<file path="config.mk">
export PLATFORM = sky130hd
export DESIGN_NAME = segasys1_sndcmd
export DESIGN_NICKNAME = d
export VERILOG_FILES = /design/src/rtl/segasys1_pkg.sv /design/src/rtl/segasys1_sndfifo.sv /design/src/rtl/segasys1_sndcmd.sv
export SDC_FILE = /design/constraint.sdc
export NUM_CORES = 1
export LEC_CHECK = 0
export BUFFER_PORTS_ARGS = -buffer_cell sky130_fd_sc_hd__buf_2
export CAP_MARGIN = 20
export CORE_ASPECT_RATIO = 1.25
export CORE_MARGIN = 3
export CORE_UTILIZATION = 45
export CTS_CLUSTER_DIAMETER = 30
export DETAILED_ROUTE_END_ITERATION = 10
export GPL_TIMING_DRIVEN = 1
export PLACE_DENSITY = 0.8
export SLEW_MARGIN = 20
export SYNTH_ARGS = -nofsm -noshare
export SYNTH_HDL_FRONTEND = slang
export SYNTH_SLANG_ARGS = --single-unit
</file>
<file path="constraint.sdc">
create_clock -name CLK48M -period 1.5 [get_ports CLK48M]
set_input_delay 0.15 -clock CLK48M [delete_from_list [all_inputs] [get_ports CLK48M]]
set_output_delay 0.15 -clock CLK48M [all_outputs]
set_load 0.005 [all_outputs]
</file>
<file path="src/rtl/segasys1_pkg.sv">
// segasys1_pkg: shared constants and types for the System 1 sound-command path
package segasys1_pkg;

    localparam logic [3:0] SND_WIN     = 4'hE;
    localparam int         NMI_GAP_DEF = 32;

    typedef enum logic [1:0] {
        IDLE,
        ASSERT,
        GAP
    } nmi_state_t;

endpackage

</file>
<file path="src/rtl/segasys1_sndfifo.sv">
// segasys1_sndfifo: command FIFO with occupancy, sticky overflow and a registered head byte
module segasys1_sndfifo #(
    parameter int DEPTH = 4
) (
    input  logic                    clk,
    input  logic                    rst,
    input  logic                    push,
    input  logic                    pop,
    input  logic [7:0]              din,
    output logic [7:0]              dout,
    output logic [$clog2(DEPTH):0]  level,
    output logic                    ovf
);

    localparam int AW = $clog2(DEPTH);

    logic [7:0]    mem [DEPTH];
    logic [AW-1:0] rd_ptr, wr_ptr, nx_rd;
    logic          full, pop_v, wr_en;

    assign full  = level == (AW+1)'(DEPTH);
    assign pop_v = pop && level != '0;
    assign wr_en = push && (!full || pop_v);
    assign nx_rd = pop_v ? rd_ptr + 1'b1 : rd_ptr;

    // storage, pointers and occupancy; dout tracks the byte that will sit at rd_ptr after this edge
    always_ff @(posedge clk) begin
        if (rst) begin
            mem    <= '{default: '0};
            rd_ptr <= '0;
            wr_ptr <= '0;
            level  <= '0;
            ovf    <= 1'b0;
            dout   <= 8'h00;
        end else begin
            if (wr_en) begin
                mem[wr_ptr] <= din;
                wr_ptr      <= wr_ptr + 1'b1;
            end
            rd_ptr <= nx_rd;
            level  <= level + (AW+1)'(wr_en) - (AW+1)'(pop_v);
            if (push && !wr_en) ovf <= 1'b1;
            dout   <= (wr_en && wr_ptr == nx_rd) ? din : mem[nx_rd];
        end
    end

endmodule

</file>
<file path="src/rtl/segasys1_sndcmd.sv">
// segasys1_sndcmd: main-to-sound CPU command mailbox with paced NMI; SNDCMD_FIFO_EN selects a DEPTH-entry FIFO instead of a one-byte latch
module segasys1_sndcmd
    import segasys1_pkg::*;
#(
    parameter int DEPTH   = 4,
    parameter int NMI_GAP = NMI_GAP_DEF
) (
    input  logic        CLK48M,
    input  logic        RESET,
    input  logic        SNDRQ,
    input  logic [7:0]  SNDNO,
    input  logic [15:0] SCPUAD,
    input  logic        SCPURD,
    output logic        SNDCS,
    output logic [7:0]  SNDDO,
    output logic        SNMI,
    output logic        SNDOVF,
`ifdef SNDCMD_FIFO_EN
    output logic [$clog2(DEPTH):0] LEVEL
`else
    output logic [0:0]  LEVEL
`endif
);

    localparam int             CW       = $clog2(NMI_GAP + 1);
    localparam logic [CW-1:0]  GAP_LOAD = CW'(NMI_GAP - 1);

    if (DEPTH < 2 || (DEPTH & (DEPTH - 1)) != 0) begin : g_bad_depth
        $error("segasys1_sndcmd: DEPTH must be a power of two >= 2");
    end

    logic          rq_q, cs_q, push, pop;
    logic [CW-1:0] gap_cnt;
    nmi_state_t    state;

    assign SNDCS = SCPURD && SCPUAD >= {SND_WIN, 12'h000} && SCPUAD <= {SND_WIN, 12'hFFF};
    assign push  = SNDRQ && !rq_q;
    assign pop   = cs_q && !SNDCS;

    // previous-cycle request and chip-select for edge detection
    always_ff @(posedge CLK48M) begin
        if (RESET) begin
            rq_q <= 1'b0;
            cs_q <= 1'b0;
        end else begin
            rq_q <= SNDRQ;
            cs_q <= SNDCS;
        end
    end

`ifdef SNDCMD_FIFO_EN
    segasys1_sndfifo #(.DEPTH(DEPTH)) u_fifo (
        .clk   (CLK48M),
        .rst   (RESET),
        .push  (push),
        .pop   (pop),
        .din   (SNDNO),
        .dout  (SNDDO),
        .level (LEVEL),
        .ovf   (SNDOVF)
    );
`else
    assign SNDOVF = 1'b0;

    // single-byte latch: newest command always wins, a pop only clears the pending flag
    always_ff @(posedge CLK48M) begin
        if (RESET) begin
            SNDDO <= 8'h00;
            LEVEL <= 1'b0;
        end else if (push) begin
            SNDDO <= SNDNO;
            LEVEL <= 1'b1;
        end else if (pop) begin
            LEVEL <= 1'b0;
        end
    end
`endif

    // NMI pacing: assert while a command waits, then hold low NMI_GAP cycles after each read
    always_ff @(posedge CLK48M) begin
        if (RESET) begin
            state   <= IDLE;
            SNMI    <= 1'b0;
            gap_cnt <= '0;
        end else begin
            case (state)
                IDLE: if (LEVEL != '0) begin
                    state <= ASSERT;
                    SNMI  <= 1'b1;
                end
                ASSERT: if (pop) begin
                    state   <= GAP;
                    SNMI    <= 1'b0;
                    gap_cnt <= GAP_LOAD;
                end
                GAP: if (gap_cnt != '0) begin
                    gap_cnt <= gap_cnt - 1'b1;
                end else begin
                    state <= LEVEL != '0 ? ASSERT : IDLE;
                    SNMI  <= LEVEL != '0;
                end
                default: begin
                    state <= IDLE;
                    SNMI  <= 1'b0;
                end
            endcase
        end
    end

endmodule

</file>
==> key figures <==
Clock network
  • CTS tree: done
  • TritonCTS Buffers: 3
  • Hold_buf cts: 0
  • Worst-skew pair later-pin latency: 0.30 ns
  • Clock sinks: 20
  • H-tree depth: 1
  • CTS root buf: clkbuf_4
  • Reg clk slew, reported paths: about 0.12 ns
  • Post-CTS Repair Setup Buffers: 0
  • Resized cells post-CTS: 0
  • Clock Tree Buf Depth: 2

STA
  • Final Hold Vio Count: 0
  • Final worst-path cycle share: 0.9771
  • Minimum clock period: roughly 1.5 ns
  • Skew final: 0.002499 ns
  • Setup violators final: 0
  • Max Clock Freq: 0.6823 GHz
  • Pins over their slew limit: 0
  • RSZ-0062 raised after global routing: yes

Synth
  • Syn. warnings: 0
  • Synthesized area: 908.4 sq um
  • Largest family of logic cells by synthesized area: compound AO/OA/AOI/OAI gates
  • Xor/xnor share of the synthesized area: 0.009642
  • FF+latch count, synth: 20
  • Synth top area cells: dfxtp_1 (44%), a21oi_1 (7.2%), nand2_1 (6.6%)
  • Sequential share of the synthesized area: 0.4408
  • Syn Area/Cell: 8.570 sq um
  • Synth Area in Compound Gates: 0.2231
  • Post-synthesis adder-cell area fraction: 0.02755
  • Syn_nets: 136
  • Synth top area share: 0.4408
  • Cells after Synth: ~110
  • Most used DFF post-synth: dfxtp_1
  • Cell taking the most area after synthesis: dfxtp_1
  • Post-synth EDFFs: 0
  • Post-synthesis simple-gate area fraction: 0.2163
  • Post-synthesis async set-or-reset flop share: 0
  • Post-synthesis mux area share: 0.01240
  • Distinct cells, synth: 33

Placement
  • Dpl hpwl: roughly 1.4 mm
  • PortBufs: 26
  • Post-placement cell area: between 1000 and 1500 sq um
  • GPL Wtd Cong: 0.7777

Die
  • Core area: 1829 sq um
  • Die height: 56.23 microns
  • Die W: 46.19 microns
  • Die ar.: 2597 sq um
  • Row Count: 17
  • Starting density of the core: 0.4966
  • Io pins: 40

Setup path
  • Kind of critical path: flop to flop
  • Setup slack, reg-to-reg: about 0.034 ns
  • CP Capture Type: flop
  • RR Endpoint: gap_cnt[5]
  • R2R depth: 4
  • CP Max Fanout: 4
  • Startpoint Class: flop
  • CP Data Required Time: 1.71 ns
  • CP bufs+invs: 0
  • Critical Path AT: about 1.7 ns
  • Slowest cell on crit path: dfxtp_1
  • Worst reg2reg startpoint: gap_cnt[2]
  • Critical Path Max Stage Delay: about 0.40 ns
  • Crit-path cells: nor3_1, nand3_1, mux2_2, a32o_1
  • Family with the most delay on the worst path: simple AND/OR/NAND/NOR gates

Detailed routing
  • Drt total wl: 1.904 mm
  • WL per Instance: approximately 13 microns
  • DR vias/cell: about 5.4
  • Via count: 823
  • Antenna-violating nets left: 0
  • DR pass1 iterations: 4
  • DRT iter0 DRCs: 9
  • # DRC: 0

Worst hold path
  • Min-delay worst type: primary input to flop
  • Hold_sp: SNDNO[6]
  • Hold Path Stages: 3
  • Worst min-delay path endpoint: SNDDO[6]

Layout
  • Total Nets Final: 164
  • Fraction of layout cells with a size suffix above 1: 0.3158
  • Post-route cell area: 1116 sq um
  • Ant diodes: 0
  • Area growth from synthesis to layout: 22.86%

Pwr
  • Tot Pwr: about 1.1 mW
  • Worst VDD drop: roughly 0.00083 V
  • Pwr Density: 1013 nW/um^2
  • Lkg Pwr: 0.5139 nW

Global route
  • Initial antenna violation count: 0
  • First-pass GRT wire length: approximately 3.2 mm
  • Grt ovf: 0
  • Number of global-route vias before repair: 753
  • Total global-route track usage: 0.1580
  • Pin count of the biggest net entering global routing: 22

Outcome
  • Outcome: finished, final reports clean

Run
  • # Max-Cap Violations: 0
[final cells by class]
class | count | area [sq um]
Clock buffer | 3 | 22.52
Clock inverter | 1 | 30.03
Fill cell | 157 | 713.2
Inverter | 10 | 37.54
Multi-Input combinational cell | 71 | 456.7
Sequential cell | 20 | 400.4
Tap cell | 19 | 23.77
Timing Repair Buffer | 28 | 145.1
[cells in the final DEF (no fill, tap or decap), types with 2 or more instances in the layout]
master	count
buf_2	26
dfxtp_1	20
nand2_1	16
a21oi_1	13
inv_1	10
nor2_1	6
nand3_1	3
and3_1	3
nor3_1	3
clkbuf_4	3
a31o_2	2
nor2b_1	2
nand2b_1	2
a2111oi_2	2
ha_1	2
buf_4	2
[worst max path at each step]
stage / startpoint / to / slack (ns) / depth (start not counted)
after CTS: gap_cnt[3] / gap_cnt[2] / 0.05 / 4
after global placement: gap_cnt[3] / gap_cnt[2] / 0.10 / 4
after floorplan: gap_cnt[0] / gap_cnt[3] / 0.25 / 5
after detailed placement: gap_cnt[3] / gap_cnt[2] / 0.09 / 4
after global routing: gap_cnt[2] / gap_cnt[5] / -0.01 / 4
final: gap_cnt[2] / gap_cnt[5] / 0.03 / 4
[worst register-to-register path, cell delays in order (launching register included)]
cell and delay, ns:
dfxtp_1 0.40, nor3_1 0.35, nand3_1 0.15, mux2_2 0.29
a32o_1 0.19
[sequential cells by signal, indices dropped and copies added, names as in the netlist]
name	count
SNDDO	8
gap_cnt	6
state	2
LEVEL	1
SNMI	1
cs_q	1
rq_q	1
[cells in the mapped netlist (all sizes together) (2+ instances only)]
cell,count
nor2,7
ha,2
nor2b,2
a2111oi,2
nor3,3
and3,3
nand2b,2
a31o,2
inv,10
buf,3
clkbuf,2
nand2,17
nand3,3
dfxtp,20
a21oi,13
[routing by layer]
metal	global-route usage	part of all wire
met1	0.2079	0.45
met2	0.2579	0.49
met3	0.01942	0.047
met4	0.04878	0.012
met5	0	0
[where the power goes]
part | total [mW] | switching, mW | internal [mW]
Sequential | 0.575 | 0.0195 | 0.555
Clock | 0.443 | 0.173 | 0.270
Combinational | 0.113 | 0.0558 | 0.0573
Total | 1.13 | 0.248 | 0.883
[metrics by stage]
step	std cells	hold slack, ns	util	worst slack, ns	setup TNS (ns)
finish	152	0.06776	0.6101	0.03440	0
floorplan	106	0.2782	-	0.2526	0
detailed placement	148	0.3981	0.5766	0.08666	0
global route	152	0.06214	0.6101	-0.009503	-0.01231
global placement	148	0.3910	0.5766	0.1005	0
CTS	152	0.06302	0.6053	0.05252	0
[cell families (layout without fill, tap and decap cells)]
| kind of cell | after synthesis | count (layout) |
|---|---|---|
| buffers and inverters | 15 | 42 |
| AND/OR/NAND/NOR | 40 | 40 |
| multiplexers | 1 | 1 |
| XOR/XNOR | 1 | 1 |
| other | 1 | 1 |
| flip-flops | 20 | 20 |
| AO/OA/AOI/OAI | 26 | 26 |
| adder cells (fa/ha/maj) | 2 | 2 |
No activity file was read; power rests on OpenSTA's default activity.
